### config.mk
export PLATFORM = sky130hd
export DESIGN_NAME = if_fetch_unit
export DESIGN_NICKNAME = d
export VERILOG_FILES = /design/src/rtl/if_fetch_unit.sv
export SDC_FILE = /design/constraint.sdc
export NUM_CORES = 1
export LEC_CHECK = 0
export BUFFER_PORTS_ARGS = -buffer_cell sky130_fd_sc_hd__buf_2
export CAP_MARGIN = 20
export CORE_UTILIZATION = 52
export DETAILED_ROUTE_END_ITERATION = 6
export GPL_TIMING_DRIVEN = 0
export PLACE_DENSITY = 0.81
export SYNTH_ARGS = -nofsm -noshare
export SYNTH_HDL_FRONTEND = slang
export SYNTH_SLANG_ARGS = --single-unit
### constraint.sdc
create_clock -name clk -period 3.07 [get_ports clk]
set_clock_uncertainty 0.2 [all_clocks]
set_input_delay 0.614 -clock clk [delete_from_list [all_inputs] [get_ports clk]]
set_output_delay 0.614 -clock clk [all_outputs]
set_load 0.05 [all_outputs]
### src/rtl/if_fetch_unit.sv
// -----------------------------------------------------------------------------
// if_fetch_unit
//   Instruction-fetch stage controller. It drives the instruction memory,
//   steers the external PC unit and owns the IF/ID pipeline register.
//
//   A four-state FSM (IDLE, FETCH, HOLD, DRAIN) handles:
//     - memory wait states: a bubble goes to ID and the address is held steady;
//     - ID back-pressure: the word fetched in a stall cycle is parked in a
//       one-entry hold buffer;
//     - redirects from ID: the younger fetch is squashed. An access still in
//       flight is finished against the address latched when the branch was
//       seen, and its data is discarded.
//
// Ports
//   clk, reset           clock, synchronous active-high reset
//   PCOut                current fetch address from the PC unit
//   PCWrite, PCNext      PC update enable / value to the PC unit (combinational)
//   IMemReq, IMemAddr    instruction memory request / address (combinational)
//   IMemReady, IMemRdata memory handshake and returned word
//   Stall                ID cannot accept a new instruction
//   BranchTaken/Target   redirect request and target from ID
//   IF_ID_PC4/Instr/Valid registered IF/ID pipeline contents
// -----------------------------------------------------------------------------
module if_fetch_unit #(
    parameter logic [31:0] NOP_INSTR = 32'h00000000
) (
    input  logic        clk,
    input  logic        reset,
    input  logic [31:0] PCOut,
    output logic        PCWrite,
    output logic [31:0] PCNext,
    output logic        IMemReq,
    output logic [31:0] IMemAddr,
    input  logic        IMemReady,
    input  logic [31:0] IMemRdata,
    input  logic        Stall,
    input  logic        BranchTaken,
    input  logic [31:0] BranchTarget,
    output logic [31:0] IF_ID_PC4,
    output logic [31:0] IF_ID_Instr,
    output logic        IF_ID_Valid
);

    typedef enum logic [1:0] {IDLE, FETCH, HOLD, DRAIN} state_t;

    state_t      state_reg;
    logic [31:0] if_id_pc4_reg;
    logic [31:0] if_id_instr_reg;
    logic        if_id_valid_reg;
    logic [31:0] hold_pc4_reg;
    logic [31:0] hold_instr_reg;
    logic [31:0] drain_addr_reg;
    logic [31:0] pc_plus4;

    // Natural 32-bit wrap: 0xFFFFFFFC + 4 -> 0x00000000.
    assign pc_plus4 = PCOut + 32'd4;

    assign IF_ID_PC4   = if_id_pc4_reg;
    assign IF_ID_Instr = if_id_instr_reg;
    assign IF_ID_Valid = if_id_valid_reg;

    // PC unit and memory controls. PCWrite stays low during a FETCH wait
    // state, so PCOut (and therefore IMemAddr) cannot move until the memory
    // accepts the request.
    always_comb begin
        PCWrite  = 1'b0;
        PCNext   = pc_plus4;
        IMemReq  = 1'b0;
        IMemAddr = PCOut;
        if (!reset) begin
            case (state_reg)
                FETCH: begin
                    IMemReq = 1'b1;
                    PCWrite = IMemReady;
                end
                DRAIN: begin
                    // PCOut already points at the branch target here, so the
                    // outstanding access is finished on the latched address.
                    IMemReq  = 1'b1;
                    IMemAddr = drain_addr_reg;
                end
                default: ;
            endcase
            // A redirect overrides the sequential PC in every active state.
            if (state_reg != IDLE && BranchTaken) begin
                PCWrite = 1'b1;
                PCNext  = BranchTarget;
            end
        end
    end

    always_ff @(posedge clk) begin
        if (reset) begin
            state_reg       <= IDLE;
            if_id_pc4_reg   <= 32'd0;
            if_id_instr_reg <= NOP_INSTR;
            if_id_valid_reg <= 1'b0;
            hold_pc4_reg    <= 32'd0;
            hold_instr_reg  <= 32'd0;
            drain_addr_reg  <= 32'd0;
        end else begin
            case (state_reg)
                IDLE: state_reg <= FETCH;

                FETCH: begin
                    if (BranchTaken) begin
                        // Flush beats Stall. The returned word (if any) is dropped.
                        if_id_instr_reg <= NOP_INSTR;
                        if_id_valid_reg <= 1'b0;
                        if (!IMemReady) begin
                            drain_addr_reg <= PCOut;
                            state_reg      <= DRAIN;
                        end
                    end else if (IMemReady) begin
                        if (!Stall) begin
                            if_id_pc4_reg   <= pc_plus4;
                            if_id_instr_reg <= IMemRdata;
                            if_id_valid_reg <= 1'b1;
                        end else begin
                            // PC has already advanced, so park the word.
                            hold_pc4_reg   <= pc_plus4;
                            hold_instr_reg <= IMemRdata;
                            state_reg      <= HOLD;
                        end
                    end else if (!Stall) begin
                        if_id_instr_reg <= NOP_INSTR;
                        if_id_valid_reg <= 1'b0;
                    end
                end

                HOLD: begin
                    // Leaving HOLD on a branch discards the hold buffer.
                    if (BranchTaken) begin
                        if_id_instr_reg <= NOP_INSTR;
                        if_id_valid_reg <= 1'b0;
                        state_reg       <= FETCH;
                    end else if (!Stall) begin
                        if_id_pc4_reg   <= hold_pc4_reg;
                        if_id_instr_reg <= hold_instr_reg;
                        if_id_valid_reg <= 1'b1;
                        state_reg       <= FETCH;
                    end
                end

                DRAIN: begin
                    if (BranchTaken || !Stall) begin
                        if_id_instr_reg <= NOP_INSTR;
                        if_id_valid_reg <= 1'b0;
                    end
                    if (IMemReady) state_reg <= FETCH;
                end

                default: state_reg <= IDLE;
            endcase
        end
    end

endmodule

# --- Yosys cells after proc, flatten, opt, wreduce, memory -nomap -nowiden ---
# Index checks and enable logic that the tools add are counted.
totals:
  ff_bits: 163
  input_bits: 101
  out_inout_bits: 131
  elab_cells: 78
op_classes:
  addsub: 1
  n_eq_ne: 16
  muxes: 38
  bitwise_logic: 2
  n_reduce_logical: 14
op_table:
  columns: ["operator", "count"]
  rows:
  - ["32-bit 2-to-1 mux", 16]
  - ["32-bit one-hot mux with 3 select lines", 1]
  - ["32-bit one-hot mux with 2 select lines", 1]
  - ["32-bit by 3-bit adder with 32-bit output, second input constant", 1]
  - ["3-bit inequality test, second input constant", 5]
  - ["2-bit 2-to-1 mux", 7]
  - ["2-bit inequality test, second input constant", 7]
  - ["1-bit 2-to-1 mux", 11]
  - ["2-bit one-hot mux with 4 select lines", 1]
  - ["4-bit AND reduction", 2]
  - ["3-bit AND reduction", 2]
  - ["6-bit AND reduction", 1]
  - ["5-bit AND reduction", 1]
  - ["2-bit == test, second input constant", 2]
  - ["4-bit inequality test, second input constant", 1]
  - ["2-bit nonzero test", 2]
  - ["1-bit one-hot mux with 3 select lines", 1]
  - ["3-bit nonzero test", 1]
  - ["2-bit by 1-bit == test with 1-bit output, second input constant", 1]
  - ["2-bit zero test", 1]
  - ["1-bit NOT", 2]
  - ["2-bit OR reduction", 1]
  - ["1-bit logical AND", 1]
  - ["1-bit zero test", 1]
  - ["1-bit logical OR", 1]

# --- Logic depth before layout (Yosys ltp) ---
depth:
  ltp_word: 5
  mapped_depth: 8
  depth_no_buf: 6

# --- Worst setup path before layout ---
# Ideal clock, no wire load.
synth_path:
  path_kind: "input port to output port"
  start: "in PCOut[4]"
  end: "out PCNext[22]"
  arrival_ns: 2.643
  t_required_ns: 2.256
  slack_ns: -0.387
  path_stages: 7
  n_path_buf: 2
  path_cell_list: "buf_2 and3_1 buf_6 nand3_4 or4_4 and2_4 a21oi_1"
synth_via:
  elab_chain_cells: 3
synth_lines:
  columns: ["item", "line_no", "rtl"]
  rows:
  - ["from (decl)", "29", "input logic [31:0] PCOut,"]
  - ["32-bit by 3-bit adder with 32-bit output *", "56", "assign pc_plus4 = PCOut + 32'd4;"]
  - ["32-bit 2-to-1 mux", "85", "if (state_reg != IDLE && BranchTaken) begin"]
  - ["32-bit 2-to-1 mux *", "70", "if (!reset) begin"]
  - ["to (decl)", "31", "output logic [31:0] PCNext,"]
# Every way passes the cells marked *; elsewhere a longest branch is shown, timed or not.

# --- Worst setup path after layout ---
layout_path:
  start: "in PCOut[17]"
  end: "out PCNext[22]"
# Same word-level chain as after synthesis.

==> flow_summary.ini <==
[route]
vias_per_cell = 5.804
num_vias = 8183
drt-initial-drc-count = 789
dr.pass1.iters = 4
wl_per_cell_um = 17.20
ant_nets = 0
drc = 0
routed_wirelength_um = 24260

[timing]
hold_violations = 0
min_period_ns = 3.050
hold_slack_ns = 0.2424
min_period_over_period_pct = 99.34
fmax_ghz = 0.3279
drv_slew = 0
max_slew_margin_pct = 46.93
fin_ws_ns = 0.02016
setup_viol = 0
worst_pin_slew_ns = 0.7931

[power_and_ir_drop]
p_per_area_nw_per_um2 = 544.8
internal-power_w = 0.003820
pwr-share-clk_pct = 41.2
combPwrFrac_pct = 17.7
ir_drop_mv = 0.4138
p_total_w = 0.005367
cellLeakagePower_nw = 3.934
swShare_pct = 28.82
p_sw_w = 0.001547
power_frac_seq_pct = 41.1

[synth]
syn-cell-area_um2 = 7571
synth-seq-area-share_pct = 43.10
synthFlopType = dfxtp_1
yosys-top-cells-count = nand2_1, dfxtp_1, nor2_1
synth_edf_count = 0
synth_top_cell_by_area = dfxtp_1
ys_ff_latch = 163
syn-num-nets = 1077
synth_cells = 975
synth_cell_type_count = 51
synth.avg_cell_area_um2 = 7.765
synthTopCellsByArea = dfxtp_1, a21oi_1, nand2_1
synth_most_common_cell = nand2_1
synth_top_cell_area_share_pct = 43.10
synthArstFlopShare_pct = 0
ys_warn_count = 0

[cells_and_area]
num_antenna_cells = 0
fin_area_um2 = 9851
areaGrowthSynthToFinish_pct = 30.11
finish.utilization_pct = 70.15
num-fill-cells = 1137
nNetsFinal = 1320
drive_gt1_share_pct = 28.86

[global_route]
grt_pass1_vias = 7491
overflow = 0
grt_pass1_wl_um = 37480
grt_antenna_before_repair = 0
grt_max_degree = 20
track_usage_pct = 31.96

[worst_setup_path]
crit_buf_inv = 2
endpoint_kind = output port
cp_slowest_cell = or4_4
path_cells = clkbuf_4 > and4_4 > nand4_1 > or4_4 > and2_4 > a21oi_4 > buf_6
arrival_ns = 2.24
worstSetupStartpointType = primary input
path_delay_family = simple AND/OR/NAND/NOR gates
max_stage_delay_ns = 0.56
path_class = in -> out
critPathMaxFanout = 6
cp_data_required_time_ns = 2.26

[cts]
htree_levels = 4
clk_path_buf_depth = 2
cts_root_buf = clkbuf_16
cts_buffers = 17
clk_latency_ns = 0.42
clk_pin_slew_ns = 0.06
cts_tree = built
clock-sinks = 163

[floorplanning]
ioPinCount = 232
initial_core_util_pct = 53.92
die_area_um2 = 15050
rows = 43
fp.dieW_um = 122.7
dieHeight_um = 122.7
core_um2 = 14040

[outcome]
status = completed

[place]
port_buffers = 222
dpl-instance-area_um2 = 8945
place_congestion = 0.9319
post-place-ws_ns = -0.5139
dp_hpwl_um = 17270

[min_path]
hp-class = in -> reg

[flow_run]
drv.max_cap_violation_count = 0
## metal layers
metal | GRT usage (%) | part of all wire, % | vias up
li1 | - | - | 3872
met1 | 41.09 | 41 | 3841
met2 | 51.62 | 47 | 404
met3 | 5.855 | 7.8 | 66
met4 | 15.24 | 3.9 | 0
met5 | 0 | 0 | -
## repair_timing
item,CTS,global route
hold buffers,0,0
resized for setup,29,61
endpoints found under the setup margin,63,60
pin swaps,1,11
setup buffers,1,2
## cells by family after synthesis
kind of cell,share of synthesized area (%)
fa+ha+maj,0.1652
simple gates,22.64
mux,5.338
compound gates,20.92
xor+xnor,2.892
buf+inv,4.941
flops,43.10
## final timing paths
| check | depth (start not counted) | endpoint | slack [ns] | from |
|---|---|---|---|---|
| setup reg to reg | 7 | IF_ID_PC4[24] | 0.67 | state_reg[1] |
| hold reg to reg | 2 | hold_instr_reg[0] | 0.25 | hold_instr_reg[0] |
| setup / recovery | 7 | PCNext[22] | 0.02 | PCOut[17] |
| hold / removal | 3 | hold_instr_reg[25] | 0.24 | IMemRdata[25] |
## cells in the final DEF (no fill, tap or decap), types with 12 or more instances in the layout
| cell type | netlist | layout |
|---|---|---|
| dfxtp_1 | 163 | 163 |
| nand3_1 | 23 | 22 |
| nand4_1 | 12 | 12 |
| mux2_2 | 35 | 35 |
| nor2_1 | 148 | 148 |
| nand2_1 | 166 | 164 |
| a22oi_1 | 33 | 33 |
| a21oi_1 | 143 | 135 |
| clkbuf_1 | 69 | 65 |
| clkbuf_4 | 0 | 13 |
| xnor2_1 | 19 | 14 |
| clkbuf_16 | 0 | 17 |
| buf_2 | 10 | 210 |
| buf_4 | 0 | 15 |
| a211oi_1 | 32 | 32 |
## per-stage QoR
step	std cells	setup TNS, ns
3_3_place_gp	1377	-8.335
2_1_floorplan	975	-2.006
5_1_grt	1410	-0.008900
3_5_place_dp	1378	-8.660
4_1_cts	1408	-0.01195
6_report	1410	0
## final cells by class
| type | count | area, µm² | area share (%) |
|---|---|---|---|
| plain buffers | 84 | 372.9 | 3.785 |
| clock buffers | 21 | 450.4 | 4.573 |
| well taps | 180 | 225.2 | 2.286 |
| clock inverters | 10 | 157.7 | 1.600 |
| repair buffers | 226 | 1201 | 12.19 |
| flip-flops and latches | 163 | 3263 | 33.13 |
| multi-input cells | 718 | 4150 | 42.13 |
| inverters | 8 | 30.03 | 0.3048 |
## worst min-delay path: cells and delay by family
family / cells / cell delay [ns]
buf+inv: 1 / 0.10
simple gates: 1 / 0.05
compound gates: 1 / 0.05
## power by group through the flow
stage | Sequential, W | Combinational [W] | Clock (W)
4_1_cts | 0.00220 | 0.000915 | 0.00222
3_5_place_dp | 0.00225 | 0.000900 | 0
5_1_grt | 0.00221 | 0.00100 | 0.00232
6_report | 0.00221 | 0.000949 | 0.00221
2_1_floorplan | 0.00232 | 0.000557 | 0
3_3_place_gp | 0.00225 | 0.000891 | 0
Note: power is estimated with default switching activity, not from simulation.
